--- config.mk ---
export PLATFORM = sky130hd
export DESIGN_NAME = wb_slave_router
export DESIGN_NICKNAME = d
export VERILOG_FILES = /design/src/rtl/wb_slave_router.sv
export SDC_FILE = /design/constraint.sdc
export NUM_CORES = 1
export LEC_CHECK = 0
export ABC_AREA = 1
export CORE_UTILIZATION = 40
export DETAILED_ROUTE_END_ITERATION = 7
export HOLD_SLACK_MARGIN = 0.1
export PLACE_DENSITY_LB_ADDON = 0.05
export SLEW_MARGIN = 30
export SYNTH_ARGS = -nofsm -noshare
export SYNTH_HDL_FRONTEND = slang
export SYNTH_SLANG_ARGS = --single-unit
--- constraint.sdc ---
create_clock -name wbs_clk_i -period 1.8 [get_ports wbs_clk_i]
set_input_delay 0.36 -clock wbs_clk_i [delete_from_list [all_inputs] [get_ports wbs_clk_i]]
set_output_delay 0.36 -clock wbs_clk_i [all_outputs]
set_load 0.02 [all_outputs]
--- src/rtl/wb_slave_router.sv ---
// wb_slave_router: registered Wishbone classic router from the user-project
// master port to three slaves (0x30 RAM, 0x34 matmul, 0x38 external memory).
// One cycle is in flight at a time. Unmapped addresses get a local ack with
// zero data. Define WB_ROUTER_TIMEOUT_EN to terminate a hung slave after
// TIMEOUT_CYCLES request cycles with ERR_DATA and an err_o pulse.
module wb_slave_router #(
    parameter int          TIMEOUT_CYCLES = 255,
    parameter logic [31:0] ERR_DATA       = 32'hDEADBEEF
) (
    input  logic        wbs_clk_i,
    input  logic        wbs_rst_n_i,
    input  logic        wbs_stb_i,
    input  logic        wbs_cyc_i,
    input  logic        wbs_we_i,
    input  logic [3:0]  wbs_sel_i,
    input  logic [31:0] wbs_adr_i,
    input  logic [31:0] wbs_dat_i,
    output logic        wbs_ack_o,
    output logic [31:0] wbs_dat_o,
    output logic [2:0]  s_stb_o,
    output logic [2:0]  s_cyc_o,
    output logic        s_we_o,
    output logic [3:0]  s_sel_o,
    output logic [31:0] s_adr_o,
    output logic [31:0] s_dat_o,
    input  logic [2:0]  s_ack_i,
    input  logic [31:0] s_dat0_i,
    input  logic [31:0] s_dat1_i,
    input  logic [31:0] s_dat2_i,
    output logic        busy_o,
    output logic        err_o
);
    typedef enum logic [1:0] {IDLE, REQ, RESP} state_t;

    state_t      state_q, state_d;
    logic [2:0]  stb_q, stb_d;     // one-hot target, nonzero only in REQ
    logic        we_q, we_d;
    logic [3:0]  sel_q, sel_d;
    logic [31:0] adr_q, adr_d;
    logic [31:0] wdat_q, wdat_d;
    logic        ack_q, ack_d;
    logic [31:0] rdat_q, rdat_d;
    logic        busy_q, busy_d;

    logic [2:0]  tgt;
    logic [31:0] slv_rdat;
    logic        req_vld;
    logic        ack_hit;

`ifdef WB_ROUTER_TIMEOUT_EN
    localparam int CW = $clog2(TIMEOUT_CYCLES + 1);
    logic [CW-1:0] cnt_q, cnt_d;
    logic          err_q, err_d;
    logic          expired;

    // Last permitted REQ cycle: counter has seen TIMEOUT_CYCLES-1 ack-less cycles.
    assign expired = (cnt_q == CW'(TIMEOUT_CYCLES - 1));
`endif

    assign req_vld = wbs_cyc_i & wbs_stb_i;
    assign ack_hit = |(s_ack_i & stb_q);

    // Address decode on the top byte into a one-hot slave select.
    always_comb begin
        tgt = 3'b000;
        case (wbs_adr_i[31:24])
            8'h30:   tgt = 3'b001;
            8'h34:   tgt = 3'b010;
            8'h38:   tgt = 3'b100;
            default: tgt = 3'b000;
        endcase
    end

    // Read-data mux steered by the active strobe.
    always_comb begin
        slv_rdat = 32'h0;
        case (stb_q)
            3'b001:  slv_rdat = s_dat0_i;
            3'b010:  slv_rdat = s_dat1_i;
            3'b100:  slv_rdat = s_dat2_i;
            default: slv_rdat = 32'h0;
        endcase
    end

    // Next-state and next-output computation for the IDLE/REQ/RESP machine.
    always_comb begin
        state_d = state_q;
        stb_d   = stb_q;
        we_d    = we_q;
        sel_d   = sel_q;
        adr_d   = adr_q;
        wdat_d  = wdat_q;
        ack_d   = 1'b0;
        rdat_d  = rdat_q;
`ifdef WB_ROUTER_TIMEOUT_EN
        cnt_d   = cnt_q;
        err_d   = 1'b0;
`endif
        case (state_q)
            IDLE: begin
                if (req_vld) begin
                    we_d   = wbs_we_i;
                    sel_d  = wbs_sel_i;
                    adr_d  = wbs_adr_i;
                    wdat_d = wbs_dat_i;
                    if (tgt != 3'b000) begin
                        state_d = REQ;
                        stb_d   = tgt;
`ifdef WB_ROUTER_TIMEOUT_EN
                        cnt_d   = '0;
`endif
                    end else begin
                        // Unmapped: terminate locally, writes go nowhere.
                        state_d = RESP;
                        ack_d   = 1'b1;
                        rdat_d  = 32'h0;
                    end
                end
            end
            REQ: begin
                if (!req_vld) begin
                    // Master abort beats a same-cycle slave ack.
                    state_d = IDLE;
                    stb_d   = 3'b000;
                end else if (ack_hit) begin
                    state_d = RESP;
                    stb_d   = 3'b000;
                    ack_d   = 1'b1;
                    rdat_d  = we_q ? 32'h0 : slv_rdat;
`ifdef WB_ROUTER_TIMEOUT_EN
                end else if (expired) begin
                    state_d = RESP;
                    stb_d   = 3'b000;
                    ack_d   = 1'b1;
                    err_d   = 1'b1;
                    if (!we_q) rdat_d = ERR_DATA;
                end else begin
                    cnt_d   = cnt_q + CW'(1);
`endif
                end
            end
            default: state_d = IDLE;   // RESP: ack is out this cycle, master not sampled
        endcase
        busy_d = (state_d != IDLE);
    end

    // State and registered outputs.
    always_ff @(posedge wbs_clk_i or negedge wbs_rst_n_i) begin
        if (!wbs_rst_n_i) begin
            state_q <= IDLE;
            stb_q   <= 3'b000;
            we_q    <= 1'b0;
            sel_q   <= 4'h0;
            adr_q   <= 32'h0;
            wdat_q  <= 32'h0;
            ack_q   <= 1'b0;
            rdat_q  <= 32'h0;
            busy_q  <= 1'b0;
`ifdef WB_ROUTER_TIMEOUT_EN
            cnt_q   <= '0;
            err_q   <= 1'b0;
`endif
        end else begin
            state_q <= state_d;
            stb_q   <= stb_d;
            we_q    <= we_d;
            sel_q   <= sel_d;
            adr_q   <= adr_d;
            wdat_q  <= wdat_d;
            ack_q   <= ack_d;
            rdat_q  <= rdat_d;
            busy_q  <= busy_d;
`ifdef WB_ROUTER_TIMEOUT_EN
            cnt_q   <= cnt_d;
            err_q   <= err_d;
`endif
        end
    end

    assign wbs_ack_o = ack_q;
    assign wbs_dat_o = rdat_q;
    assign s_stb_o   = stb_q;
    assign s_cyc_o   = stb_q;
    assign s_we_o    = we_q;
    assign s_sel_o   = sel_q;
    assign s_adr_o   = adr_q;
    assign s_dat_o   = wdat_q;
    assign busy_o    = busy_q;
`ifdef WB_ROUTER_TIMEOUT_EN
    assign err_o     = err_q;
`else
    assign err_o     = 1'b0;
`endif
endmodule

==> flow_metrics.env, run 1 <==
export IMPL_status="complete, no violations"
export IMPL_synth_edf_count=0
export IMPL_max_vdd_ir_drop_mv=0.536
export IMPL_crit_chain="clkdlybuf4s50_1"
export IMPL_start_util_pct=41.6
export IMPL_grt_max_degree=50
export IMPL_synthTopCellsByCount="313 x nand2_1, 109 x nor2_1, 108 x dfrtp_1"
export IMPL_period_minus_slack_ps=1720
export IMPL_design_area_sq_mm=0.00880
export IMPL_min_path_type="primary input to async pin"
export IMPL_placed_cell_area_sq_mm=0.00847
export IMPL_power_density_mw_per_mm2=753
export IMPL_avgRoutedWirePerCell_um=14.5
export IMPL_critPathSlowestCell="clkdlybuf4s50_1"
export IMPL_path_buf_inv=1
export IMPL_clkSinkCount=108
export IMPL_path_class="register to output pin"
export IMPL_via_count=5561
export IMPL_ys_warn_count=0
export IMPL_p_total_w=0.00663
export IMPL_synth_area_sq_mm=0.00534
export IMPL_max_clock_freq_ghz=0.582
export IMPL_die_height_um=118
export IMPL_ys_ff_latch=108
export IMPL_dieArea_sq_mm=0.0138
export IMPL_fin_crit_sh_pct=95.4
export IMPL_antenna_found_initial=0
export IMPL_rr_startpoint="s_cyc_o[1]$_DFFE_PN0P_"
export IMPL_critPathMaxStageDelay_ps=640
export IMPL_die_w_um=118
export IMPL_r2r_worst_path_cells=9
export IMPL_num_io_pins=282
export IMPL_setup_violations=0
export IMPL_dp_hpwl_um=12500
export IMPL_clockBufferDepth=2
export IMPL_synth_async_sr_flop_share_pct=100
export IMPL_wirelength_um=17300
export IMPL_grt_pass1_vias=5629
export IMPL_switching_share_pct=27.7
export IMPL_crit_family="buffers and inverters"
export IMPL_p_int_w=0.00479
export IMPL_synth_area_leaders="dfrtp_1 51%, nand2_1 22%, nand3_1 9.2%, nor2_1 7.7%, inv_1 2.9%"
export IMPL_cts_tree="built"
export IMPL_power_switching_w=0.00183
export IMPL_numPortBuffers=280
export IMPL_syn_nets=910
export IMPL_seq_area_frac_synth_pct=50.6
export IMPL_post_layout_nonfiller_instances=1192
export IMPL_drt_iter0_drc=298
export IMPL_clkLatencyLatePin_ps=340
export IMPL_postSynthCellCount=738
export IMPL_fin_worst_skew_ps=3.94
export IMPL_yosys_area_top_type="dfrtp_1"
export IMPL_diodes=0
export IMPL_finalMaxSlewViolations=0
export IMPL_overflow=0
export IMPL_post_cts_setup_buffer_count=0
export IMPL_power_frac_seq_pct=42.4
export IMPL_htreeDepth=3
export IMPL_drc=0
export IMPL_dr_pass1_iters=5
export IMPL_rsz0062_at_grt="no"
export IMPL_drv_cap=0
export IMPL_synth_top_area_share_pct=50.6
export IMPL_drive_above_1_share_pct=6.08
export IMPL_nets=1187
export IMPL_grt_pass1_wl_um=28700
export IMPL_place_congestion=0.802
export IMPL_grt_usage_pct=25.8
export IMPL_r2r_end="wbs_dat_o[31]$_DFFE_PN0P_"
export IMPL_synth_flop_cell="dfrtp_1"
export IMPL_clkPwrFrac_pct=32.4
export IMPL_via_per_inst=4.67
export IMPL_finish_utilization_pct=68.6
export IMPL_critPathCaptureType="output pin"
export IMPL_combPwrFrac_pct=25.3
export IMPL_fin_hold_ws_ps=459
export IMPL_required_ps=1440
export IMPL_yosysMostFrequentCell="nand2_1"
export IMPL_clk_pin_slew_ps=70
export IMPL_antenna_left=0
export IMPL_startpoint_type="register"
export IMPL_synthDistinctLibCells=21
export IMPL_root_buffer="clkbuf_16"
export IMPL_finalHoldViolCount=0
export IMPL_p_leak_nw=4.39
export IMPL_post_place_cells=1175
export IMPL_rows=41
export IMPL_ff2ff_setup_slack_ps=230
export IMPL_avgSynthCellArea_sq_um=7.24
export IMPL_fillers=1127
export IMPL_cts_buffers=9
export IMPL_crit_arrival_ps=1360
export IMPL_cp_max_fo=2
export IMPL_core_area_sq_mm=0.0128
export IMPL_area_delta_synth_final_pct=64.8
-- layer usage --
| layer | GRT usage (%) | vias up | routed length [um] |
|---|---|---|---|
| met5 | 0 | - | 0 |
| met4 | 8.57 | 0 | 292 |
| met3 | 6.73 | 18 | 1620 |
| met2 | 43.7 | 217 | 8270 |
| met1 | 32.0 | 2509 | 7140 |
| li1 | - | 2817 | - |
-- registers in the layout (all words and copies together) (netlist names) --
name       count
s_cyc_o        3
wbs_ack_o      1
s_dat_o       32
state_q        2
wbs_dat_o     32
s_adr_o       32
s_we_o         1
s_sel_o        4
busy_o         1
-- logic make-up after synthesis --
logic type | Yosys count | share of synthesized area [%]
AOI/OAI and AO/OA | 6 | 0.633
buffers and inverters | 87 | 7.57
and+or+nand+nor | 536 | 41.1
other | 1 | 0.0702
DFF | 108 | 50.6
-- worst register-to-register path, delay by kind of cell (launching register included) --
kind	cells	cell delay [ps]
flops	1	450
buf+inv	2	460
simple gates	7	600
-- placed cells by master (no fill, tap or decap), types with 2 or more instances in the layout --
cell type	instances
dfrtp_1	106
clkinvlp_4	2
nand3_2	2
nor2_1	109
nor2_2	2
clkbuf_16	9
buf_12	10
o21ai_0	4
bufinv_16	2
inv_1	40
clkdlybuf4s50_1	272
nand2_1	312
nand4_1	5
nand3_1	98
buf_4	21
nand2_2	5
dfrtp_2	2
dlygate4sd2_1	6
-- through the flow --
stage          worst slack (ps)  setup TNS (ps)
3_3_place_gp              -72.4           -2100
6_report                   82.1               0
3_5_place_dp               -107           -3190
5_1_grt                    14.4               0
2_1_floorplan               302               0
4_1_cts                    10.8               0
-- cell type report --
cell class / count / area (sq um) / share of cell area, %
tap: 172 / 215 / 2.44
clock inverter: 7 / 100 / 1.14
multi-input combinational: 543 / 2240 / 25.4
clock buffer: 9 / 225 / 2.56
sequential: 108 / 2710 / 30.7
inverter: 41 / 154 / 1.75
timing repair buffer: 312 / 3170 / 36.0
-- repair_timing --
item / 4_1_cts / 5_1_grt
hold buffers: 1 / 0
hold endpoints to repair: 17 / 0
setup endpoints to repair: 6 / 3
gates resized for setup: 8 / 2
-- power groups by stage --
stage	logic, W	clock network [W]	registers [W]
after CTS	0.00169	0.00219	0.00281
after global placement	0.00167	0	0.00285
after floorplan	0.000315	0	0.00314
final	0.00167	0.00214	0.00281
after global routing	0.00180	0.00229	0.00284
after detailed placement	0.00169	0	0.00284
-- worst max path at each step --
| stage | startpoint | endpoint | slack [ps] | cells after the start |
|---|---|---|---|---|
| floorplan | s_cyc_o[1]$_DFFE_PN0P_ | wbs_dat_o[10]$_DFFE_PN0P_ | 300 | 9 |
| finish | wbs_dat_o[25]$_DFFE_PN0P_ | wbs_dat_o[25] | 80 | 1 |
| global placement | wbs_adr_i[29] | wbs_dat_o[19]$_DFFE_PN0P_ | -70 | 9 |
| CTS | s_we_o$_DFFE_PN0P_ | s_we_o | 10 | 1 |
| detailed placement | wbs_adr_i[28] | wbs_dat_o[22]$_DFFE_PN0P_ | -110 | 9 |
| global route | s_adr_o[13]$_DFFE_PN0P_ | s_adr_o[13] | 10 | 1 |
No activity file was read; power rests on OpenSTA's default activity.
==> inputs of run 2 (changes only) <==
Settings changed: GPL_ROUTABILITY_DRIVEN set to 0.
==> results of run 2 <==
Same layout as run 1: the final DEF is identical, and so are final timing and power.
